**src/rtl/branch_resolve.sv**
```systemverilog
// rtl/branch_resolve.sv - in-order branch resolution queue producing BLT updates and mispredict flushes
module branch_resolve #(
  parameter int ADDR_WIDTH = 16,
  parameter int DEPTH      = 4,
  parameter int CNT_WIDTH  = 16
) (
  input  logic                  clk,
  input  logic                  reset,
  input  logic                  dec_push,
  input  logic [ADDR_WIDTH-1:0] dec_pc,
  input  logic                  dec_pred_taken,
  input  logic [ADDR_WIDTH-1:0] dec_pred_target,
  output logic                  full,
  output logic                  empty,
  input  logic                  ex_resolve,
  input  logic                  ex_taken,
  input  logic [ADDR_WIDTH-1:0] ex_target,
  output logic                  blt_write,
  output logic [ADDR_WIDTH-1:0] blt_write_key,
  output logic [ADDR_WIDTH-1:0] blt_write_val,
  output logic                  blt_hit,
  output logic                  flush,
  output logic [ADDR_WIDTH-1:0] redirect_pc,
  output logic                  underflow,
  output logic [CNT_WIDTH-1:0]  branch_count,
  output logic [CNT_WIDTH-1:0]  mispredict_count
);

  localparam int PTR_W = $clog2(DEPTH);
  localparam int CNT_W = PTR_W + 1;

  // Entry storage; occupancy is tracked by r_count so the arrays need no reset
  logic [ADDR_WIDTH-1:0] r_pc_mem [DEPTH];
  logic [ADDR_WIDTH-1:0] r_tg_mem [DEPTH];
  logic [DEPTH-1:0]      r_pt_mem;

  logic [PTR_W-1:0] r_head;
  logic [PTR_W-1:0] r_tail;
  logic [CNT_W-1:0] r_count;

  logic [ADDR_WIDTH-1:0] r_key;
  logic [ADDR_WIDTH-1:0] r_val;
  logic [ADDR_WIDTH-1:0] r_redirect;
  logic                  r_write;
  logic                  r_hit;
  logic                  r_flush;
  logic                  r_underflow;
  logic [CNT_WIDTH-1:0]  r_branch_cnt;
  logic [CNT_WIDTH-1:0]  r_mis_cnt;

  logic                  w_full;
  logic                  w_empty;
  logic                  w_pop;
  logic                  w_mis;
  logic                  w_push;
  logic [ADDR_WIDTH-1:0] w_head_pc;
  logic [ADDR_WIDTH-1:0] w_head_tg;
  logic                  w_head_pt;
  logic [ADDR_WIDTH-1:0] w_redirect;

  assign w_full  = (r_count == CNT_W'(DEPTH));
  assign w_empty = (r_count == '0);

  assign w_head_pc = r_pc_mem[r_head];
  assign w_head_tg = r_tg_mem[r_head];
  assign w_head_pt = r_pt_mem[r_head];

  // Resolve/mispredict decode; a mispredict kills the wrong-path push in the same cycle
  always_comb begin
    w_pop      = ex_resolve && !w_empty;
    w_mis      = w_pop && ((w_head_pt != ex_taken) ||
                           (w_head_pt && ex_taken && (w_head_tg != ex_target)));
    w_push     = dec_push && (!w_full || w_pop) && !w_mis;
    w_redirect = ex_taken ? ex_target : (w_head_pc + ADDR_WIDTH'(1));
  end

  // Entry write at tail
  always_ff @(posedge clk) begin
    if (w_push) begin
      r_pc_mem[r_tail] <= dec_pc;
      r_tg_mem[r_tail] <= dec_pred_target;
      r_pt_mem[r_tail] <= dec_pred_taken;
    end
  end

  // Pointer and occupancy update; mispredict collapses the queue to empty at the tail
  always_ff @(posedge clk) begin
    if (!reset) begin
      r_head  <= '0;
      r_tail  <= '0;
      r_count <= '0;
    end else if (w_mis) begin
      r_head  <= r_tail;
      r_count <= '0;
    end else begin
      if (w_pop)  r_head <= r_head + PTR_W'(1);
      if (w_push) r_tail <= r_tail + PTR_W'(1);
      if (w_push && !w_pop)      r_count <= r_count + CNT_W'(1);
      else if (w_pop && !w_push) r_count <= r_count - CNT_W'(1);
    end
  end

  // Registered BLT update, flush pulse, sticky underflow and statistics
  always_ff @(posedge clk) begin
    if (!reset) begin
      r_write      <= 1'b0;
      r_key        <= '0;
      r_val        <= '0;
      r_hit        <= 1'b0;
      r_flush      <= 1'b0;
      r_redirect   <= '0;
      r_underflow  <= 1'b0;
      r_branch_cnt <= '0;
      r_mis_cnt    <= '0;
    end else begin
      r_write <= w_pop;
      r_flush <= w_mis;
      if (w_pop) begin
        r_key        <= w_head_pc;
        r_val        <= ex_target;
        r_hit        <= ex_taken;
        r_branch_cnt <= r_branch_cnt + CNT_WIDTH'(1);
      end
      if (w_mis) begin
        r_redirect <= w_redirect;
        r_mis_cnt  <= r_mis_cnt + CNT_WIDTH'(1);
      end
      if (ex_resolve && w_empty) r_underflow <= 1'b1;
    end
  end

  assign full             = w_full;
  assign empty            = w_empty;
  assign blt_write        = r_write;
  assign blt_write_key    = r_key;
  assign blt_write_val    = r_val;
  assign blt_hit          = r_hit;
  assign flush            = r_flush;
  assign redirect_pc      = r_redirect;
  assign underflow        = r_underflow;
  assign branch_count     = r_branch_cnt;
  assign mispredict_count = r_mis_cnt;

endmodule

```
**config.mk**
```make
export PLATFORM = sky130hd
export DESIGN_NAME = branch_resolve
export DESIGN_NICKNAME = d
export VERILOG_FILES = /design/src/rtl/branch_resolve.sv
export SDC_FILE = /design/constraint.sdc
export NUM_CORES = 1
export LEC_CHECK = 0
export ABC_AREA = 1
export BUFFER_PORTS_ARGS = -buffer_cell sky130_fd_sc_hd__buf_2
export CAP_MARGIN = 20
export CORE_AREA = 2 2 169 171
export DETAILED_ROUTE_END_ITERATION = 10
export DIE_AREA = 0 0 171 173
export PLACE_DENSITY_LB_ADDON = 0.12
export SLEW_MARGIN = 10
export SYNTH_ARGS = -nofsm -noshare
export SYNTH_HDL_FRONTEND = slang
export SYNTH_SLANG_ARGS = --single-unit
export TNS_END_PERCENT = 10
```
**constraint.sdc**
```tcl
create_clock -name clk -period 3.8 [get_ports clk]
set_input_delay 0.95 -clock clk [delete_from_list [all_inputs] [get_ports clk]]
set_output_delay 0.95 -clock clk [all_outputs]
set_load 0.02 [all_outputs]
```
* Word-level counts from Yosys, hierarchy flattened
Memory sizes are Yosys's and may differ from the RTL's. A register that Yosys moved wholly into a read port is not among the register bits.
Cells that the tools add are included.
** Word-level totals
- Bits in registers :: 95
- Bits in latches :: 0
- Memory bits (writable) :: 128
- ROM bits :: 0
- Output and inout port bits :: 86
- Word-level logic and storage cells :: 68
- Memories :: 2
** Memory list
- r_pc_mem :: depth 4, bits a word 16, rd ports 1, clocked after Yosys merged registers in 1, write ports 1, line 33 : logic [ADDR_WIDTH-1:0] r_pc_mem [DEPTH];
- r_tg_mem :: depth 4, bits a word 16, rd ports 1, clocked after Yosys merged registers in 1, write ports 1, line 34 : logic [ADDR_WIDTH-1:0] r_tg_mem [DEPTH];
** Operators by class
- Add/sub/neg operators :: 7
- Multiply operators :: 0
- Divide/modulo/power cells :: 0
- Magnitude comparators :: 3
- Equal/unequal tests :: 3
- Shift-type cells :: 0
- Muxes and demuxes :: 16
- Bitwise gates (word level) :: 2
- Reduce and logical (&&, ||, !) cells :: 22
** Operators by type and width (number)
- adder 16 x 1 -> 16 bit, second input constant :: 3
- two-way mux 16 bit :: 1
- != test 16 bit :: 1
- two-way mux 2 bit :: 6
- logical AND 1 bit :: 10
- less-than comparator 2 x 3 -> 1 bit, second input constant :: 2
- two-way mux 3 bit :: 2
- logical NOT 1 bit :: 5
- adder 2 x 1 -> 2 bit, second input constant :: 2
- bitwise mux 4 bit :: 1
- two-way mux 1 bit :: 4
- nonzero test 2 bit :: 2
- adder 3 x 1 -> 3 bit, second input constant :: 1
- equality test 3 bit, second input constant :: 1
- logical NOT 3 bit :: 1
- subtractor 3 x 1 -> 3 bit, second input constant :: 1
- binary-select mux 1 bit (select 2 bit) :: 1
- demux 1 bit (select 2 bit) :: 1
- greater-or-equal comparator 2 x 1 -> 1 bit, second input constant :: 1
- logical OR 1 bit :: 2
- inverter 1 bit :: 2
- AND reduction 2 bit :: 1
- OR reduction 2 bit :: 1
- != test 1 bit :: 1

* Logic depth before layout (Yosys ltp)
- Word-level depth :: 12
- Mapped depth :: 19

* Worst setup path after synthesis
No wires, ideal clock.
- Kind :: in2reg
- Start point :: input ex_target[12]
- End point :: memory r_pc_mem[0][0], enable pin
- Setup time :: 423 ps
- Arrival :: 3285 ps
- Data required time :: 3377 ps
- Setup slack :: 92 ps
- Stages :: 13
- Path buffers :: 1
- Cell sequence :: inv_1 > nand3_1 > nand2_1 > nor2_1 > nand2_1 > nor2_1 > nand2_1 > nand2_1 > nand2_2 > nand2_2 > buf_4 > nand2_2 > nor2_1
** On the way
- Word-level cells in the longest chain between the ends :: 8
** Ends and longest elaborated chain
- start, declared :: line 17 : input logic [ADDR_WIDTH-1:0] ex_target,
- != test 16 bit :: line 72 : (w_head_pt && ex_taken && (w_head_tg != ex_target)));
- logical AND 1 bit :: line 72
- logical OR 1 bit :: line 71 : w_mis = w_pop && ((w_head_pt != ex_taken) ||
- logical AND 1 bit :: line 71
- logical NOT 1 bit :: line 73 : w_push = dec_push && (!w_full || w_pop) && !w_mis;
- logical AND 1 bit :: line 73
- two-way mux 1 bit :: line 79 : if (w_push) begin
- two-way mux 1 bit (implied by the code) :: line 80 : r_pc_mem[r_tail] <= dec_pc;
- end, declared :: line 33
Every way passes these cells.

==> summary.txt <==
Vias in the first global route = 7084
Clock sinks = 225
Register bit total from synthesis = 225
Synthesized net count = 1070
Number of synthesized flops with an enable pin = 132
Wire length on met2 = 12.3 mm
Slew HR = 28.7%
Starting DRT DRC Count = 496
Tcrit/Tclk final = 83.8%
Ys async rst share = 0%
Most common cell in the netlist = nand2_1
Total Wirelength = 26.9 mm
Worst Path Arrival = 3590 ps
Drt pass-1 iters = 5
Filler Cell Count = 2803
Hold Crit Depth = 2
Postcts setup bufs = 0
Slew of the pin with the lowest slew margin = 1070 ps
Min-delay src = underflow
Die area = 29600 µm²
Mapped Area = 9550 µm²
Status = complete, no violations
Crit path time final = 3180 ps
Top layer in use = met4
Final TNS setup = 0 ps
# DRC = 0
Worst-path maximum fanout = 35
IO Port Bufs = 139
Final slew viol count = 0
Area leader, netlist = edfxtp_1
Area occupied by multi-input gates = 3260 µm²
Chip Width = 171 µm
Slowest CP cell = inv_2
Reg2reg end = redirect_pc[12]
# setup viols final = 0
Sequential Area = 5830 µm²
Ant. Diodes = 0
Cell family with most CP delay = simple AND/OR/NAND/NOR gates
Commonest cells post-synth = nand2_1, edfxtp_1, dfxtp_1, nor2_1, nand3_1
Worst hold-check path type = register to register
Max-cap violations = 0
Critical Path Most Common Cell = nand2_1
R2r worst-path depth = 15
Clk_skew = 15.7 ps
H-tree Lvls = 1
Seq/Total Area, Yosys = 61.0%
Final Hold Fails = 0
Initial Util = 34.6%
Row count = 61
Hold EP = underflow
Initial antenna violation count = 0
Critical Path RT = 4210 ps
Worst path bufs/invs = 2
Post-cts hold buffer count = 0
Slowest stage delay, CP = 510 ps
RD Place Congestion = 0.772
Detail Route Antenna Nets = 0
Core area = 27600 µm²
GR Overflow Total = 0
Met3 WL = 1.18 mm
Die Y = 173 µm
Share of cells above drive strength 1 = 19.5%
Final #Nets = 1216
P per Cell Area = 703 nW/µm²
Mean routed wirelength per cell = 17.3 µm
Top cells by area, synth = edfxtp_1, dfxtp_1, nand2_1, nand3_1, o21ai_0
Main synth FF type = edfxtp_1
Clock buffer count from CTS = 25
M1 WL = 13.0 mm
Setup crit start kind = register
Vias after detailed routing = 7375
R2R Setup Slk = 620 ps
Syn_area_per_cell = 9.49 µm²
Largest net degree at the start of global routing = 46
Syn Inst Count = 1007
Critical Path Sink Type = register
Ports = 140
Cell Chain, Critical Path = inv_2 > buf_4 > nand2_1 > a32oi_2 > ha_1 > nand2_1 > nor2_4 > nand2_2 > nor3_4 > nand3_1 > or2_0 > nand3_1 > o21ai_1 > nand2_1 > nand2_1
VDD IR max = 0.000325 V
Synth top area share = 41.5%
Peak Freq = 314 MHz
CTS clk-pin slew, worst paths = 60 ps
Gr usage total = 18.0%
Leakage power = 0.00466 µW
CTS Buffer Depth = 3
Tot Pwr = 8120 µW
Via-to-Cell Ratio = 4.76
CP Class = register to register
CTS tree = done
Netlist cell types = 43
Insertion delay to the later sink of the worst-skew pair = 530 ps
Area growth syn-to-layout = 20.9%
Root Driver = clkbuf_16
RSZ-0062 raised after global routing = no
First-pass GRT wire length = 41.0 mm
Warnings, synthesis = 0
Final HPWL DP = 18.3 mm
Cts repair resizes = 0
-- cells by family (layout without fill, tap and decap cells) --
family / after synthesis / after routing / synth area share (%)
AND/OR/NAND/NOR: 494 / 494 / 22.3
buffers and inverters: 107 / 272 / 5.20
flip-flops: 225 / 225 / 61.0
multiplexers: 1 / 1 / 0.105
adder cells (fa/ha/maj): 9 / 9 / 1.26
XOR/XNOR: 17 / 17 / 1.56
AO/OA/AOI/OAI: 154 / 154 / 8.66
-- state kept, by name, indices dropped and copies added, names as in the netlist, 3 cells and up, named ones only --
register and cells:
r_tg_mem 64, branch_count 16, redirect_pc 16, mispredict_count 16, r_count 3, blt_write_key 16
blt_write_val 16, r_pc_mem 64, r_pt_mem 4
-- how the worst max path moves through the flow --
stage	end	depth (start not counted)	slack (ps)	from
floorplan	r_pc_mem[0][0]	13	90	ex_target[12]
global placement	redirect_pc[12]	15	570	register
detailed placement	redirect_pc[11]	7	630	reset
CTS	redirect_pc[12]	15	610	register
global route	mispredict_count[4]	16	410	register
finish	redirect_pc[12]	15	620	register
-- per-stage QoR --
step	hold WS, ps	worst slack [ps]	area [µm²]	utilization (%)	instances
global placement	433	567	10700	38.8	1504
detailed placement	440	634	10700	38.8	1504
CTS	450	605	11600	41.8	1550
finish	445	617	11600	41.8	1550
global route	476	412	11600	41.8	1550
floorplan	496	92.2	9550	-	1007
-- cells in the final DEF, fill, tap and decap left out, drive strengths merged, types with 5 or more instances in the layout --
cell / instances
a21oi: 61
a32oi: 5
buf: 160
clkbuf: 33
clkinv: 9
dfxtp: 93
edfxtp: 132
ha: 8
inv: 66
nand2: 280
nand3: 81
nand3b: 12
nand4: 7
nor2: 91
nor3: 14
o21ai: 77
xnor2: 8
xor2: 9
-- routing by layer --
| metal | global-route usage (%) | vias up |
|---|---|---|
| met2 | 29.4 | 164 |
| met5 | 0 | - |
| met3 | 2.52 | 29 |
| li1 | - | 3703 |
| met4 | 3.43 | 0 |
| met1 | 25.5 | 3479 |
-- worst register-to-register path, cell delays in order, from the launching register on --
cell	delay, ps
dfxtp_2	320
inv_2	510
buf_4	260
nand2_1	60
a32oi_2	360
ha_1	240
nand2_1	120
nor2_4	140
nand2_2	100
nor3_4	160
nand3_1	110
or2_0	210
nand3_1	140
o21ai_1	100
nand2_1	170
nand2_1	60
-- power by group --
group / switching [µW] / internal (µW)
registers: 183 / 3010
logic: 1730 / 738
clock network: 967 / 1490
total: 2880 / 5230
-- layout make-up --
| cell class | instances | area share (%) |
|---|---|---|
| Tap cell | 378 | 4.09 |
| Clock buffer | 33 | 6.02 |
| Multi-Input combinational cell | 675 | 28.2 |
| Sequential cell | 225 | 50.4 |
| Inverter | 66 | 2.14 |
| Timing Repair Buffer | 160 | 7.82 |
| Clock inverter | 13 | 1.23 |
No activity file was read; power rests on OpenSTA's default activity.
